===== config.mk =====
export PLATFORM = sky130hd
export DESIGN_NAME = pair_alu
export DESIGN_NICKNAME = d
export VERILOG_FILES = /design/src/rtl/pair_alu.sv
export SDC_FILE = /design/constraint.sdc
export NUM_CORES = 1
export LEC_CHECK = 0
export ABC_AREA = 0
export ABC_CLOCK_PERIOD_IN_PS = 2780
export CORE_AREA = 4 4 81 83
export DETAILED_ROUTE_END_ITERATION = 6
export DIE_AREA = 0 0 85 87
export GPL_TIMING_DRIVEN = 1
export PLACE_DENSITY = 0.77
export SETUP_SLACK_MARGIN = 0.3
export SLEW_MARGIN = 20
export SYNTH_ARGS = -nofsm -noshare
export SYNTH_HDL_FRONTEND = slang
export SYNTH_SLANG_ARGS = --single-unit

===== constraint.sdc =====
create_clock -name clock -period 2.78 [get_ports clock]
set_clock_uncertainty 0.2 [all_clocks]
set_input_delay 0.556 -clock clock [delete_from_list [all_inputs] [get_ports clock]]
set_output_delay 0.556 -clock clock [all_outputs]
set_load 0.05 [all_outputs]

===== src/rtl/pair_alu.sv =====
// Two-operand streaming ALU: pairs consecutive input words (first, second) and
// registers one result per pair. Define PAIR_ALU_SAT_EN to clamp ADD/SUB results.
module pair_alu #(
    parameter int W     = 8,
    parameter int CNT_W = 16
) (
    input  logic             clock,
    input  logic             reset,
    input  logic [W-1:0]     in_data,
    input  logic             in_valid,
    output logic             in_ready,
    input  logic [1:0]       op,
    output logic [W-1:0]     out_data,
    output logic             out_valid,
    input  logic             out_ready,
    output logic             out_carry,
    output logic             out_zero,
    output logic             out_gt,
    output logic [CNT_W-1:0] pair_cnt
);

    typedef enum logic [1:0] {
        EMPTY = 2'd0,
        HALF  = 2'd1,
        FULL  = 2'd2
    } state_t;

    localparam logic [1:0] OP_AUTO = 2'd0;
    localparam logic [1:0] OP_ADD  = 2'd1;
    localparam logic [1:0] OP_MAX  = 2'd3;

    state_t       state;
    logic [W-1:0] first_q;
    logic         accept;
    logic         consume;

    logic [W:0]   sum;
    logic [W:0]   diff;
    logic         gt;
    logic         use_add;
    logic [W-1:0] res;
    logic         carry;

    // A word may enter in the same cycle the held result drains.
    assign in_ready = (state != FULL) || out_ready;
    assign accept   = in_valid && in_ready;
    assign consume  = out_valid && out_ready;

    // NOTE: every variable written here gets a default first, so no path leaves one unassigned (no latch).
    always_comb begin
        sum     = {1'b0, first_q} + {1'b0, in_data};
        diff    = {1'b0, first_q} - {1'b0, in_data};
        gt      = in_data > first_q;
        use_add = (op == OP_ADD) || ((op == OP_AUTO) && gt);
        res     = '0;
        carry   = 1'b0;
        if (op == OP_MAX) begin
            res   = gt ? in_data : first_q;
            carry = 1'b0;
        end else if (use_add) begin
            carry = sum[W];
            res   = sum[W-1:0];
`ifdef PAIR_ALU_SAT_EN
            if (sum[W]) res = '1;
`endif
        end else begin
            // The extra top bit of the widened difference is the borrow (first < second).
            carry = diff[W];
            res   = diff[W-1:0];
`ifdef PAIR_ALU_SAT_EN
            if (diff[W]) res = '0;
`endif
        end
    end

    // NOTE: first_q is a plain data register with no reset; state alone says whether it holds a live operand.
    always_ff @(posedge clock) begin
        if (accept && (state != HALF)) first_q <= in_data;
    end

    // NOTE: sequential state uses non-blocking assignments so every register samples pre-edge values.
    always_ff @(posedge clock) begin
        if (reset) begin
            state     <= EMPTY;
            out_data  <= '0;
            out_valid <= 1'b0;
            out_carry <= 1'b0;
            out_zero  <= 1'b0;
            out_gt    <= 1'b0;
            pair_cnt  <= '0;
        end else begin
            if (consume) pair_cnt <= pair_cnt + CNT_W'(1);
            case (state)
                EMPTY: begin
                    if (accept) state <= HALF;
                end
                HALF: begin
                    if (accept) begin
                        state     <= FULL;
                        out_valid <= 1'b1;
                        out_data  <= res;
                        out_carry <= carry;
                        out_zero  <= (res == '0);
                        out_gt    <= gt;
                    end
                end
                FULL: begin
                    // Result fields stay as they are after draining; only out_valid drops.
                    if (consume) begin
                        out_valid <= 1'b0;
                        state     <= accept ? HALF : EMPTY;
                    end
                end
                default: state <= EMPTY;
            endcase
        end
    end

endmodule


Word-level counts from Yosys, hierarchy flattened --
Index checks and enable logic that the tools add are counted.
Cells by class: multiplexer cells 13, equality and inequality tests 9, reductions and logical operators 13, add/sub/neg operators 3, order comparisons 1
Operators with widths (number):
- $mux 8 | 3
- $add 16x1->16 const B | 1
- $add 8x8->9 | 1
- $sub 8x8->9 | 1
- $gt 8x8->1 | 1
- $logic_not 8->1 | 1
- $ne 2x2->1 const B | 4
- $mux 2 | 3
- $pmux 2 s3 | 1
- $reduce_and 3->1 | 2
- $mux 1 | 5
- $eq 2x1->1 const B | 2
- $eq 2x2->1 const B | 2
- $logic_and 1x1->1 | 4
- $logic_not 2->1 | 2
- $logic_or 1x1->1 | 2
- $ne 2x1->1 const B | 1
- $pmux 1 s2 | 1
- $reduce_and 2->1 | 1
- $reduce_bool 2->1 | 1
Word-level totals: logic and storage cells 47, bits in registers 38, output and inout bits 29, input bits 14

Longest topological paths before layout --
depth in word-level cells 6, depth in mapped cells 12, mapped depth without buffers 11

Worst setup path before layout --
OpenSTA, ideal clock, no wires.
path kind input port to flip-flop, start input in_data[4], end register out_zero, setup slack -0.059 ns, stages on the path 11, arrival time 2.555 ns, data required time 2.496 ns, library setup time 0.084 ns, path buffers 1, cell sequence inv_1 ha_1 buf_6 a21o_4 a2111oi_4 a21boi_4 mux2_4 a22oi_2 o211a_1 nand3b_1 o31ai_2
Between the ends: word-level cells in the longest chain between the ends 6, elaborated cells on any way between the ends 9, those cells by class add/sub (2); order compare (1); mux (3); reduce/logical (3)
Ends and longest elaborated chain:
- start: declaration | line 9 | input logic [W-1:0] in_data,
- $gt 8x8->1 | line 53 | gt = in_data > first_q;
- $logic_and 1x1->1 | line 54 | use_add = (op == OP_ADD) || ((op == OP_AUTO) && gt);
- $logic_or 1x1->1 | line 54
- $mux 8 | line 60 | end else if (use_add) begin
- $mux 8 (*) | line 57 | if (op == OP_MAX) begin
- $logic_not 8->1 (*) | line 103 | out_zero <= (res == '0);
- end signal: assignment | line 103
- end: declaration | line 17 | output logic out_zero,
Every way passes the cells marked *; elsewhere a longest branch is shown, timed or not. A chain may end at the register's enable or synchronous reset.

Worst setup path after layout --
Ends and elaborated chain as after synthesis.

==> metrics.cfg <==
[sta]
fin_ws_ns = -0.0556
relSlewSlack = 0.625
finalCritPeriodShare = 1.02
min_period_ns = 2.84
setup_viol = 2
hold_viol_final = 0
slew_viol_final = 0
worst_slew_pin_slew_ns = 0.560
rsz0062_at_grt = true
fmax_ghz = 0.353

[final_layout]
nets = 454
fin_util = 0.695
n_fill_cell = 425
syn_to_final_growth_pct = 59.1
seqCellArea_um2 = 841
drive_above_1_share = 0.377
antenna_cells = 0
multiInputGateArea_mm2 = 0.00186

[detailed_routing]
route.met2.wl_mm = 4.07
drt_first_pass_iters = 4
wl_met1_mm = 3.24
vias = 2758
ant_nets = 0
wl_per_cell_um = 16.3
routed_wl_mm = 8.09
wl_met3_um = 535
drcViolationCount = 0
highest_layer = met4
viasPerCell = 5.55
first_iter_violations = 186

[clocking]
cts_buffers = 5
root_buffer = clkbuf_8
clock_sinks = 38
clk_path_buf_depth = 2
cts_tree = built
clock_latency_ns = 0.29
clk_pin_slew_ns = 0.09
cts_max_level = 2

[synthesis]
ys_seq_elements = 38
async_flop_share = 0
synthesis.area_mm2 = 0.00255
syn_nets = 330
synth_area_leaders = dfxtp_1 (24%), edfxtp_1 (9.4%), ha_1 (8.3%)
synth-edff-count = 8
yosys_warnings = 0
yosysTopAreaCell = dfxtp_1
synth-main-ff-cell = dfxtp_1
synth.most_common_cell = nor2_1
yosys.cell_types.count = 65
ys_seq_area_frac = 0.329
synth_top_cell_area_share = 0.235
avgSynthCellArea_um2 = 8.60
synth.top_cells.by_count = nor2_1 (39), dfxtp_1 (30), a21oi_1 (26), nand2_1 (23), inv_1 (22)
synthCells = 297

[setup_path]
slowest_delay_ns = 0.28
crit_chain = buf_2 -> buf_6 -> inv_12 -> ha_4 -> o211ai_1 -> buf_4 -> a21o_4 -> a22o_4 -> buf_6 -> nor3_1 -> a311oi_1 -> nor3_1 -> nand3_2 -> o31ai_2
cp.required_ns = 2.80
crit_type = input port to flop
worst-path-max-fanout = 5
r2r_start = first_q[4]
start_kind = input port
endpoint_kind = flop
cp_num_buf_inv = 5
crit_slowest_cell = ha_4
cpLargestDelayFamily = compound AO/OA/AOI/OAI gates
worstPathArrival_ns = 2.85
rr_endpoint = out_zero
reg2reg_depth = 11
rrSetupSlack_ns = -0.04

[floorplan]
dieArea_mm2 = 0.00740
dieHeight_um = 87
die_w_um = 85
io_pins = 43
fp-row-count = 28
start_util = 0.437
core_mm2 = 0.00585

[grt]
grt_pass1_vias = 2871
grt_pass1_wl_mm = 13.6
antenna_found_initial = 0
groute.usage.overall = 0.226
grt.overflow.total = 0
grt_max_degree = 24

[placement]
hpwl_mm = 5.41
place.gp.congestion = 0.911
io_buffers = 42

[power]
pwr_density_cell_mw_per_mm2 = 452
p_leak_nw = 1.65
total_power_mw = 1.84
peakVddDrop_uv = 329

[min_path]
min_from = out_carry
hold_depth = 2
holdCritPathClass = flop to flop
whs_endpoint = out_carry

[status]
outcome = finished with violations
violations = negative setup slack

[run]
cap_violations = 0

[sequential cells by signal, indices dropped and copies added (netlist names)]
| register | count |
|---|---|
| pair_cnt | 16 |
| out_zero | 1 |
| first_q | 8 |
| state | 2 |
| out_carry | 1 |
| out_valid | 1 |
| out_gt | 1 |
| out_data | 8 |
[stage by stage]
step / cell area, um^2 / setup TNS (ns) / hold slack, ns / setup WS (ns) / std cells
after global routing: 4070 / -0.522 / 0.293 / -0.166 / 497
after global placement: 3520 / -5.47 / 0.243 / -0.633 / 461
after floorplan: 2610 / -0.0186 / 0.379 / -0.0186 / 297
after CTS: 4000 / 0 / 0.276 / 0.0393 / 491
final: 4070 / -0.0881 / 0.269 / -0.0556 / 497
after detailed placement: 3520 / -5.91 / 0.248 / -0.707 / 461
[per-layer routing]
metal	track usage	vias up
met5	0.00699	-
met4	0.0935	0
met3	0.0416	28
met2	0.393	99
met1	0.274	1312
li1	-	1319
[cell type report]
cell class / instances / share of cell area
timing repair buffer: 127 / 0.266
sequential: 38 / 0.207
multi-input combinational: 227 / 0.458
inverter: 22 / 0.0234
clock buffer: 6 / 0.0203
clock inverter: 2 / 0.00277
tap: 75 / 0.0231
[tightest hold or removal path, stage by stage (launching register included)]
cell and delay (ns):
dfxtp_1 0.32, nand2_1 0.05, a21oi_1 0.05
[worst max-delay path by stage]
stage,startpoint,to,slack [ns],cells after the start
after floorplan,in_data[4],out_zero,-0.02,12
after global placement,in_data[4],out_zero,-0.63,12
after detailed placement,in_data[2],out_zero,-0.71,12
after CTS,first_q[2],out_zero,0.04,11
after global routing,first_q[4],out_zero,-0.17,11
final,in_data[4],out_zero,-0.06,14
[logic make-up (layout without fill, tap and decap cells)]
logic type / count (synthesis) / in the layout / synth area share
AO/OA/AOI/OAI: 88 / 88 / 0.265
multiplexers: 5 / 5 / 0.0220
AND/OR/NAND/NOR: 100 / 101 / 0.182
adder cells (fa/ha/maj): 19 / 19 / 0.0989
flip-flops: 38 / 38 / 0.329
buffers and inverters: 33 / 157 / 0.0548
XOR/XNOR: 14 / 14 / 0.0480
[placed cells by master, fill, tap and decap left out, types with 4 or more instances in the layout]
master / count
ha_4: 8
inv_2: 6
o21ai_0: 7
a21oi_2: 6
clkdlybuf4s50_1: 33
ha_1: 9
nor3_1: 5
a21oi_1: 21
o21ai_1: 4
inv_1: 15
nand2_1: 23
buf_4: 81
and3_1: 4
dfxtp_1: 30
or3_1: 7
clkbuf_8: 6
xor2_1: 8
o21a_1: 4
xnor2_1: 6
nand3_1: 4
nor2_1: 39
a211oi_2: 4
edfxtp_1: 8
[report_power, final]
group / switching (mW) / internal (mW)
Combinational: 0.413 / 0.393
Sequential: 0.0272 / 0.595
Clock: 0.211 / 0.200
[timing repair]
action | in CTS | in global routing
pin swaps | 40 | 10
endpoints found under the hold margin | 0 | 0
cloned | 1 | 0
setup buffers | 21 | 6
setup endpoints to repair | 11 | 10
hold buffers | 0 | 0
resized for setup | 64 | 3
No activity file was read; power rests on OpenSTA's default activity.
